File: config.mk
export PLATFORM = sky130hd
export DESIGN_NAME = char_stream_normalizer_flat
export DESIGN_NICKNAME = d
export VERILOG_FILES = /design/src/rtl/char_stream_normalizer_pkg.sv /design/src/rtl/char_stream_normalizer_if.sv /design/src/rtl/char_stream_normalizer_fifo.sv /design/src/rtl/char_stream_normalizer.sv /design/src/flat_wrapper.sv
export SDC_FILE = /design/constraint.sdc
export NUM_CORES = 1
export LEC_CHECK = 0
export CAP_MARGIN = 25
export CORE_ASPECT_RATIO = 1.25
export CORE_MARGIN = 10
export CORE_UTILIZATION = 50
export CTS_BUF_LIST = sky130_fd_sc_hd__clkbuf_8 sky130_fd_sc_hd__clkbuf_16
export DETAILED_ROUTE_END_ITERATION = 6
export GPL_TIMING_DRIVEN = 0
export HOLD_SLACK_MARGIN = 0.1
export PLACE_DENSITY = 0.77
export RECOVER_POWER = 25
export SLEW_MARGIN = 20
export SYNTH_ARGS = -nofsm -noshare
export SYNTH_HDL_FRONTEND = slang
export SYNTH_SLANG_ARGS = --single-unit
export TNS_END_PERCENT = 30
File: constraint.sdc
create_clock -name clk -period 3.4 [get_ports clk]
set_clock_uncertainty 0.15 [all_clocks]
set_input_delay 1.02 -clock clk [delete_from_list [all_inputs] [get_ports clk]]
set_output_delay 1.02 -clock clk [all_outputs]
set_load 0.01 [all_outputs]
File: src/rtl/char_stream_normalizer_pkg.sv
// char_stream_normalizer_pkg: character constants, FSM states and helpers
package char_stream_normalizer_pkg;
    localparam logic [7:0] CH_SP    = 8'h20;
    localparam logic [7:0] CH_TAB   = 8'h09;
    localparam logic [7:0] CH_LF    = 8'h0A;
    localparam logic [7:0] CH_CR    = 8'h0D;
    localparam logic [7:0] CH_SLASH = 8'h2F;

    typedef enum logic [1:0] {ST_TEXT, ST_SLASH, ST_CMT} state_t;

    function automatic logic is_sep(input logic [7:0] c);
        return c == CH_SP || c == CH_TAB || c == CH_LF || c == CH_CR;
    endfunction

    function automatic logic [7:0] fold(input logic [7:0] c, input logic en);
        return (en && c >= 8'h41 && c <= 8'h5A) ? (c | 8'h20) : c;
    endfunction
endpackage

File: src/rtl/char_stream_normalizer_if.sv
// char_stream_normalizer_if: byte stream with valid/ready handshake
interface char_stream_normalizer_if;
    logic       valid;
    logic [7:0] data;
    logic       ready;
    modport master (output valid, data, input ready);
    modport slave  (input valid, data, output ready);
endinterface

File: src/rtl/char_stream_normalizer_fifo.sv
// char_fifo: dual-push single-pop FIFO; push1 lands in the slot after push0
module char_fifo #(
    parameter int DEPTH = 4,
    parameter int WIDTH = 8
) (
    input  logic                       clk,
    input  logic                       reset,
    input  logic                       push0_i,
    input  logic                       push1_i,
    input  logic [WIDTH-1:0]           data0_i,
    input  logic [WIDTH-1:0]           data1_i,
    input  logic                       pop_i,
    output logic [$clog2(DEPTH):0]     count_o,
    output logic                       empty_o,
    output logic [WIDTH-1:0]           head_o
);
    localparam int AW = $clog2(DEPTH);
    localparam int CW = AW + 1;

    logic [WIDTH-1:0] mem_q [DEPTH];
    logic [AW-1:0]    wp_q, rp_q;
    logic [CW-1:0]    count_q;

    // storage and pointers; memory is cleared so the head reads 0 after reset
    always_ff @(posedge clk or posedge reset) begin
        if (reset) begin
            wp_q    <= '0;
            rp_q    <= '0;
            count_q <= '0;
            for (int i = 0; i < DEPTH; i++) mem_q[i] <= '0;
        end else begin
            if (push0_i) mem_q[wp_q] <= data0_i;
            if (push1_i) mem_q[wp_q + AW'(1)] <= data1_i;
            wp_q    <= wp_q + AW'(push0_i) + AW'(push1_i);
            rp_q    <= rp_q + AW'(pop_i);
            count_q <= count_q + CW'(push0_i) + CW'(push1_i) - CW'(pop_i);
        end
    end

    assign count_o = count_q;
    assign empty_o = count_q == '0;
    assign head_o  = mem_q[rp_q];
endmodule

File: src/rtl/char_stream_normalizer.sv
// char_stream_normalizer: collapses separators, strips // comments, folds case
module char_stream_normalizer
    import char_stream_normalizer_pkg::*;
#(
    parameter int DEPTH     = 4,
    parameter bit FOLD_CASE = 1
) (
    input  logic                       clk,
    input  logic                       reset,
    input  logic                       flush_i,
    char_stream_normalizer_if.slave    in_if,
    char_stream_normalizer_if.master   out_if
);
    localparam int CW = $clog2(DEPTH) + 1;

    state_t        state_q, state_d;
    logic          last_sep_q, last_sep_d;
    logic          push0, push1, pop, empty, acc, sep;
    logic [7:0]    data0, data1, fc, head;
    logic [CW-1:0] count;

    assign in_if.ready  = !flush_i && count <= CW'(DEPTH - 2);
    assign acc          = in_if.valid && in_if.ready;
    assign sep          = is_sep(in_if.data);
    assign fc           = fold(in_if.data, FOLD_CASE);
    assign out_if.valid = !empty;
    assign out_if.data  = head;
    assign pop          = out_if.valid && out_if.ready;

    // next state and FIFO pushes for an accepted byte or a flush
    always_comb begin
        state_d    = state_q;
        last_sep_d = last_sep_q;
        push0      = 1'b0;
        push1      = 1'b0;
        data0      = CH_SP;
        data1      = CH_SP;
        if (acc) begin
            case (state_q)
                ST_TEXT: begin
                    if (in_if.data == CH_SLASH) begin
                        state_d = ST_SLASH;
                    end else if (sep) begin
                        push0      = !last_sep_q;
                        last_sep_d = 1'b1;
                    end else begin
                        push0      = 1'b1;
                        data0      = fc;
                        last_sep_d = 1'b0;
                    end
                end
                ST_SLASH: begin
                    if (in_if.data == CH_SLASH) begin
                        state_d = ST_CMT;
                    end else begin
                        push0      = 1'b1;
                        data0      = CH_SLASH;
                        push1      = 1'b1;
                        data1      = sep ? CH_SP : fc;
                        last_sep_d = sep;
                        state_d    = ST_TEXT;
                    end
                end
                ST_CMT: begin
                    if (in_if.data == CH_LF) begin
                        push0      = !last_sep_q;
                        last_sep_d = 1'b1;
                        state_d    = ST_TEXT;
                    end
                end
                default: state_d = ST_TEXT;
            endcase
        end else if (flush_i) begin
            if (state_q == ST_SLASH && count < CW'(DEPTH)) begin
                push0      = 1'b1;
                data0      = CH_SLASH;
                last_sep_d = 1'b0;
                state_d    = ST_TEXT;
            end else if (state_q == ST_CMT) begin
                state_d = ST_TEXT;
            end
        end
    end

    // FSM state and separator-run flag; nothing pushed yet counts as a separator
    always_ff @(posedge clk or posedge reset) begin
        if (reset) begin
            state_q    <= ST_TEXT;
            last_sep_q <= 1'b1;
        end else begin
            state_q    <= state_d;
            last_sep_q <= last_sep_d;
        end
    end

    char_fifo #(.DEPTH(DEPTH), .WIDTH(8)) u_fifo (
        .clk     (clk),
        .reset   (reset),
        .push0_i (push0),
        .push1_i (push1),
        .data0_i (data0),
        .data1_i (data1),
        .pop_i   (pop),
        .count_o (count),
        .empty_o (empty),
        .head_o  (head)
    );
endmodule

File: src/flat_wrapper.sv
// flat-port wrapper written by rule: the top's interface ports become plain ports
module char_stream_normalizer_flat import char_stream_normalizer_pkg::*;
#(
    parameter int DEPTH     = 4,
    parameter bit FOLD_CASE = 1
)
  (clk, reset, flush_i, in_if_valid, in_if_data, in_if_ready, out_if_valid, out_if_data, out_if_ready);
  char_stream_normalizer_if in_if_i ();
  char_stream_normalizer_if out_if_i ();
  input  logic clk;
  input  logic reset;
  input  logic flush_i;
  input wire logic [$bits(in_if_i.valid)-1:0] in_if_valid;
  input wire logic [$bits(in_if_i.data)-1:0] in_if_data;
  output wire logic [$bits(in_if_i.ready)-1:0] in_if_ready;
  output wire logic [$bits(out_if_i.valid)-1:0] out_if_valid;
  output wire logic [$bits(out_if_i.data)-1:0] out_if_data;
  input wire logic [$bits(out_if_i.ready)-1:0] out_if_ready;
  assign in_if_i.valid = in_if_valid;
  assign in_if_i.data = in_if_data;
  assign in_if_ready = in_if_i.ready;
  assign out_if_valid = out_if_i.valid;
  assign out_if_data = out_if_i.data;
  assign out_if_i.ready = out_if_ready;
  char_stream_normalizer #(.DEPTH(DEPTH), .FOLD_CASE(FOLD_CASE)) u_core (.clk(clk), .reset(reset), .flush_i(flush_i), .in_if(in_if_i), .out_if(out_if_i));
endmodule
==> flow_summary.toml, run 1 <==
[status]
status = "completed"

[global_route]
grt_usage_pct = 14.4
grt_start_max_net_pins = 29
grt_antenna_before_repair = 0
grt_pass1_vias = 2051
grt_pass1_wl_um = 10100
overflow = 0

[clock_tree]
cts_buffer_depth = 2
cts.clk_slew.worst_paths_ns = 0.08
cts_buffers = 5
worst_skew_pair.late_latency_ns = 0.30
cts_max_level = 2
root_buffer = "clkbuf_8"
clock_sinks = 42
postCtsHoldBufs = 0
cts_tree = "done"

[sta]
hold_ws_ns = 0.348
slew-limit-headroom_pct = 18.0
period_minus_slack_ns = 3.30
rsz0062_at_grt = "no"
setup-tns-final_ns = 0
tightest_slew_ns = 1.23
drv_slew = 0
final_hold_viol_count = 0
setup_viol = 0
max_freq_mhz = 303
timing.final.crit_share_pct = 97.0

[synthesis]
ys_warn_count = 0
syn_area_um2 = 2620
ys_seq_area_share_pct = 40.2
synth_top_area_share_pct = 39.2
yosys.area.top_type = "dfrtp_1"
synthFlopType = "dfrtp_1"
syn_nets = 250
async_flop_share_pct = 100
synth.distinct_cells = 53
synthCells = 231
synth-seq-cells = 42
synth.area.top_cells = "dfrtp_1, mux2i_1, mux4_2, a22o_1, o21ai_0"
synth_edf_count = 0
postSynthAreaPerCell_um2 = 11.3

[worst_setup_path]
cp-end-kind = "register"
crit_path_max_incr_delay_ns = 0.48
slowest_stage = "or4_4"
cp_cell_sequence = "dlygate4sd2_1 > or4_4 > a21oi_4 > nor3_4 > o211a_1 > nor2_4 > xor2_1 > ha_2 > o21bai_4 > fa_2"
worstPathMaxFanout = 6
setup.worst_path.class = "input port to register"
cp-start-kind = "input port"
critPathArrivalTime_ns = 3.33
worstPathRequired_ns = 3.43

[pwr]
pwr-share-seq_pct = 35.4
clkPwrFrac_pct = 17.3
netSwitchingFraction_pct = 35.3
powerDensity_nw_per_um2 = 729
power_frac_comb_pct = 47.3
p_sw_uw = 817
vdd_drop_max_uv = 423
p_int_mw = 1.49
p_leak_nw = 1.52

[floorplanning]
die_width_um = 84.7
rows = 29
fp.dieH_um = 101
ios = 23
core_area_um2 = 5080
initial_core_util_pct = 51.5
die-area_um2 = 8550

[detailed_routing]
topRoutingLayerUsed = "met4"
wl_um = 5960
via_count = 1961
wl_met1_um = 2400
drc = 0
dr_wl_met3_um = 260
drt_pass1_iterations = 6
route.met2.wl_um = 3230
detail_route.wl_per_cell_um = 17.9
ant_nets = 0
routed_via_density = 5.89
drtIter0Drc = 125

[placed_design]
dp_hpwl_um = 4240
dpl_cell_area_um2 = 2960
place_inst = 315
gp_congestion = 0.818
io_buffers = 21

[cells_and_area]
layout_commonest_cell = "dfrtp_1"
layout.cells.non_filler = 333
layout.nets = 289
antenna_cells = 0
num-fill-cells = 432
area_growth_pct = 21.1
final_cell_mix = "dfrtp_1, mux2i_1, inv_1, a22o_1, o21ai_0"
finish.instance_area_um2 = 3170
drive_gt1_share_pct = 26.2

[min_path]
hp-class = "register to register"

[job]
maxCapViolCount = 0
==> flip-flops by register name (all words and copies together) (netlist names) <==
name                   count
u_core.u_fifo.mem_q       32
u_core.u_fifo.count_o      3
u_core.state_q             2
u_core.u_fifo.rp_q         2
u_core.u_fifo.wp_q         2
u_core.last_sep_q          1
==> per-stage QoR <==
| stage | total power [mW] | util, % | setup slack [ns] |
|---|---|---|---|
| finish | 2.31 | 62.4 | 0.102 |
| global route | 2.47 | 62.4 | 0.0145 |
| floorplan | 1.54 | - | -0.0924 |
| global placement | 1.83 | 57.8 | -0.818 |
| detailed placement | 1.86 | 58.2 | -0.822 |
| CTS | 2.31 | 62.4 | 0.00898 |
==> final timing paths <==
check                                                   start                                  to  slack (ns)  cells after the start
max                                             in_if_data[3]  u_core.u_fifo.count_o[1]$_DFF_PP0_        0.10                     10
min in group asynchronous                               reset   u_core.u_fifo.mem_q[19]$_DFF_PP0_        1.05                      2
max reg2reg                u_core.u_fifo.count_o[2]$_DFF_PP0_  u_core.u_fifo.count_o[2]$_DFF_PP0_        0.49                     11
min                             u_core.last_sep_q$_DFFE_PP1P_       u_core.last_sep_q$_DFFE_PP1P_        0.35                      2
max in group asynchronous                               reset     u_core.u_fifo.rp_q[0]$_DFF_PP0_        0.48                      3
min reg2reg                     u_core.last_sep_q$_DFFE_PP1P_       u_core.last_sep_q$_DFFE_PP1P_        0.35                      2
==> cell type report <==
cell class	count	area, um2	share of cell area, %
inverters	12	45.0	1.42
flip-flops and latches	42	1050	33.2
clock inverters	3	41.3	1.30
plain buffers	9	57.6	1.82
multi-input cells	168	1560	49.2
well taps	62	77.6	2.45
clock buffers	5	68.8	2.17
repair buffers	32	269	8.48
==> critical path, delay by kind of cell <==
kind            cells  cell delay, ns
simple gates        3            0.66
fa+ha+maj           2            0.63
compound gates      3            0.55
buf+inv             1            0.31
xor+xnor            1            0.16
==> logic make-up (layout without fill, tap and decap cells) <==
logic type | count (synthesis) | count (layout) | synth area share (%)
simple gates | 63 | 63 | 15.5
compound gates | 57 | 57 | 18.0
flops | 42 | 42 | 40.2
mux | 38 | 38 | 18.5
buf+inv | 21 | 61 | 3.20
fa+ha+maj | 6 | 6 | 3.15
xor+xnor | 4 | 4 | 1.34
==> power groups by stage <==
stage | Clock [mW] | Sequential [mW] | Combinational (mW)
2_1_floorplan | 0 | 0.785 | 0.756
3_3_place_gp | 0 | 0.817 | 1.01
3_5_place_dp | 0 | 0.826 | 1.03
4_1_cts | 0.403 | 0.816 | 1.09
5_1_grt | 0.419 | 0.841 | 1.21
6_report | 0.400 | 0.819 | 1.09
==> synth_stat cells (2+ instances only) <==
library cell / instances
dfrtp_1: 41
mux2i_1: 29
a22o_1: 13
o21ai_0: 13
inv_1: 12
nor2_1: 10
mux4_2: 8
nand2b_1: 8
nand2_1: 7
a22oi_1: 5
clkbuf_1: 5
ha_1: 5
nor2b_1: 5
nor3_1: 5
and2_4: 4
buf_2: 4
nand3_1: 4
o21ai_2: 4
o21ai_4: 4
o22ai_1: 4
nor3b_1: 3
xor2_1: 3
a21oi_1: 2
a221oi_1: 2
a31oi_1: 2
or3_1: 2
==> per-layer routing <==
metal,track usage (%),vias to the layer above
li1,-,941
met1,15.7,974
met2,26.8,41
met3,3.48,5
met4,4.06,0
met5,0,-
==> what timing repair did <==
item / 4_1_cts / 5_1_grt
gates resized for setup: 24 / 14
pin swaps: 12 / 9
setup endpoints to repair: 11 / 3
buffers inserted: 9 / 1
No activity file was read; power rests on OpenSTA's default activity.
==> inputs of run 2 (changes only) <==
CELL_PAD_IN_SITES_DETAIL_PLACEMENT = 0   (was unset)
CELL_PAD_IN_SITES_GLOBAL_PLACEMENT = 1   (was unset)
CORE_ASPECT_RATIO = 1.2   (was 1.25)
CORE_UTILIZATION = 46   (was 50)
PLACE_DENSITY = 0.85   (was 0.77)
SETUP_SLACK_MARGIN = 0.2   (was unset)
==> run 2 against run 1 <==
Final cell count rose by 1.2%. Critical endpoint unchanged. Core utilization is 5.5 points lower. Sequential share of layout area down 0.16 points. Worst setup slack better by 0.041 ns. Highest routed layer unchanged. Routed wire length decreased by 1.2%. Design area rose by 0.47%. Maximum frequency is 1.3% higher. Critical path type unchanged. Clock-buffer cell count grew 1. Critical path depth grew 1. Clock power shrank 14%. Flip-flop and latch count unchanged.
==> flow_summary.toml, run 2 (synthesis gave the netlist of run 1 again) <==
[status]
status = "completed"

[cells_and_area]
layout_commonest_cell = "dfrtp_1"
regArea_um2 = 1050
num-fill-cells = 472
antenna_cells = 0
largest_reg_flops = 32
drive_gt1_share_pct = 27.8
top_register = "u_core.u_fifo.mem_q"
layout.nets = 291
multi_input_area_um2 = 1560
layout.cells.non_filler = 337
area_growth_pct = 21.7
final_cell_mix = "dfrtp_1, mux2i_1, a22o_1, o21ai_0, buf_4"

[worst_setup_path]
critPathArrivalTime_ns = 3.28
setup.worst_path.class = "input port to register"
worstPathMaxFanout = 2
cp_common_cell = "buf_6"
cp_cell_sequence = "buf_6 > buf_6 > or4_4 > a21oi_4 > nor3_4 > o211a_1 > nor2_4 > xor2_1 > ha_2 > o21bai_4 > fa_2"
slowest_stage = "or4_4"
cp_top_family = "simple AND/OR/NAND/NOR gates"
cp-end-kind = "register"
crit_path_max_incr_delay_ns = 0.53
worstPathRequired_ns = 3.42
cp-start-kind = "input port"
worst-path-buf-inv = 2

[global_route]
grt_pass1_vias = 1952
grt_antenna_before_repair = 0
grt_usage_pct = 13.6
grt_start_max_net_pins = 28
grt_pass1_wl_um = 9740
overflow = 0

[floorplanning]
die-area_um2 = 9120
die_width_um = 88.9
fp.dieH_um = 103
core_area_um2 = 5590
initial_core_util_pct = 46.8
rows = 30
ios = 23

[clock_tree]
cts.clk_slew.worst_paths_ns = 0.08
worst_skew_pair.late_latency_ns = 0.30
cts_tree = "done"
cts_max_level = 2
cts_buffer_depth = 2
root_buffer = "clkbuf_8"
clock_sinks = 42
cts_buffers = 5
postCtsHoldBufs = 0

[pwr]
powerDensity_nw_per_um2 = 709
vdd_drop_max_uv = 405
p_leak_nw = 1.52
power_mw = 2.26

[detailed_routing]
drtIter0Drc = 115
wl_um = 5890
via_count = 1952
detail_route.wl_per_cell_um = 17.5
routed_via_density = 5.79
drt_pass1_iterations = 4
ant_nets = 0
drc = 0

[min_path]
hp-class = "register to register"

[placed_design]
gp_congestion = 0.819
dp_hpwl_um = 4370
io_buffers = 21
place_inst = 317

[sta]
slew-limit-headroom_pct = 17.3
tightest_slew_ns = 1.24
max_freq_mhz = 307
final_hold_viol_count = 0
period_minus_slack_ns = 3.26
drv_slew = 0
setup_viol = 0
timing.final.crit_share_pct = 95.8
rsz0062_at_grt = "yes"

[job]
maxCapViolCount = 0
[run 2: layer usage]
layer / vias to the layer above / wire [um] / global-route usage, %
met5: - / 0 / 0
met4: 0 / 62 / 3.74
met3: 7 / 161 / 2.77
met2: 21 / 3040 / 24.1
met1: 979 / 2620 / 16.1
li1: 945 / - / -
[run 2: worst reg2reg max path, cell delays in order, from the launching register on]
cell and delay (ns):
dfrtp_1 0.44, inv_1 0.07, ha_1 0.19, mux2_4 0.33, nor2_1 0.32, o211a_1 0.28
nor2_4 0.06, xor2_1 0.17, ha_2 0.18, o21bai_4 0.16, fa_2 0.34, xor2_1 0.16
[run 2: what timing repair did]
item,in CTS,in global routing
buffers inserted,10,2
setup endpoints to repair,45,5
resized for setup,44,5
pin swaps,14,10
[run 2: power breakdown]
part           internal [mW]  switching, mW  total, mW
combinational          0.588          0.507       1.10
sequential             0.698          0.122      0.820
clock                  0.163          0.182      0.345
[run 2: metrics by stage]
stage               setup TNS, ns  worst slack (ns)  util, %  cell area [um2]  hold slack, ns
finish                          0             0.143     57.0             3190           0.345
floorplan                  -0.165           -0.0924        -             2650           0.302
CTS                             0             0.131     56.7             3170           0.344
detailed placement          -8.61            -0.851     52.9             2960           0.321
global placement            -6.50            -0.827     52.5             2940           0.323
global route                    0            0.0706     57.0             3190           0.362
[run 2: path summary, 6_finish.rpt]
kind                                                    startpoint  slack (ns)                                 end  cells after the start
worst max register to register  u_core.u_fifo.count_o[2]$_DFF_PP0_        0.45  u_core.u_fifo.count_o[2]$_DFF_PP0_                     11
worst min-delay path                 u_core.last_sep_q$_DFFE_PP1P_        0.35       u_core.last_sep_q$_DFFE_PP1P_                      2
worst min register to register       u_core.last_sep_q$_DFFE_PP1P_        0.35       u_core.last_sep_q$_DFFE_PP1P_                      2
worst max-delay path                                 in_if_data[1]        0.14  u_core.u_fifo.count_o[1]$_DFF_PP0_                     11
min in group asynchronous                                    reset        1.06   u_core.u_fifo.mem_q[27]$_DFF_PP0_                      2
max in group asynchronous                                    reset        0.46     u_core.u_fifo.wp_q[1]$_DFF_PP0_                      3
[run 2: layout make-up]
type / count / area share [%]
Sequential cell: 42 / 33.0
Tap cell: 64 / 2.51
Inverter: 12 / 1.41
Buffer: 9 / 1.89
Multi-Input combinational cell: 168 / 48.9
Clock buffer: 6 / 2.59
Clock inverter: 2 / 0.393
Timing Repair Buffer: 34 / 9.23
==> inputs of run 3 (changes only) <==
SLEW_MARGIN = 10   (was 20)
==> results of run 3 <==
No change in the layout: final DEF, timing and power equal those of run 2.
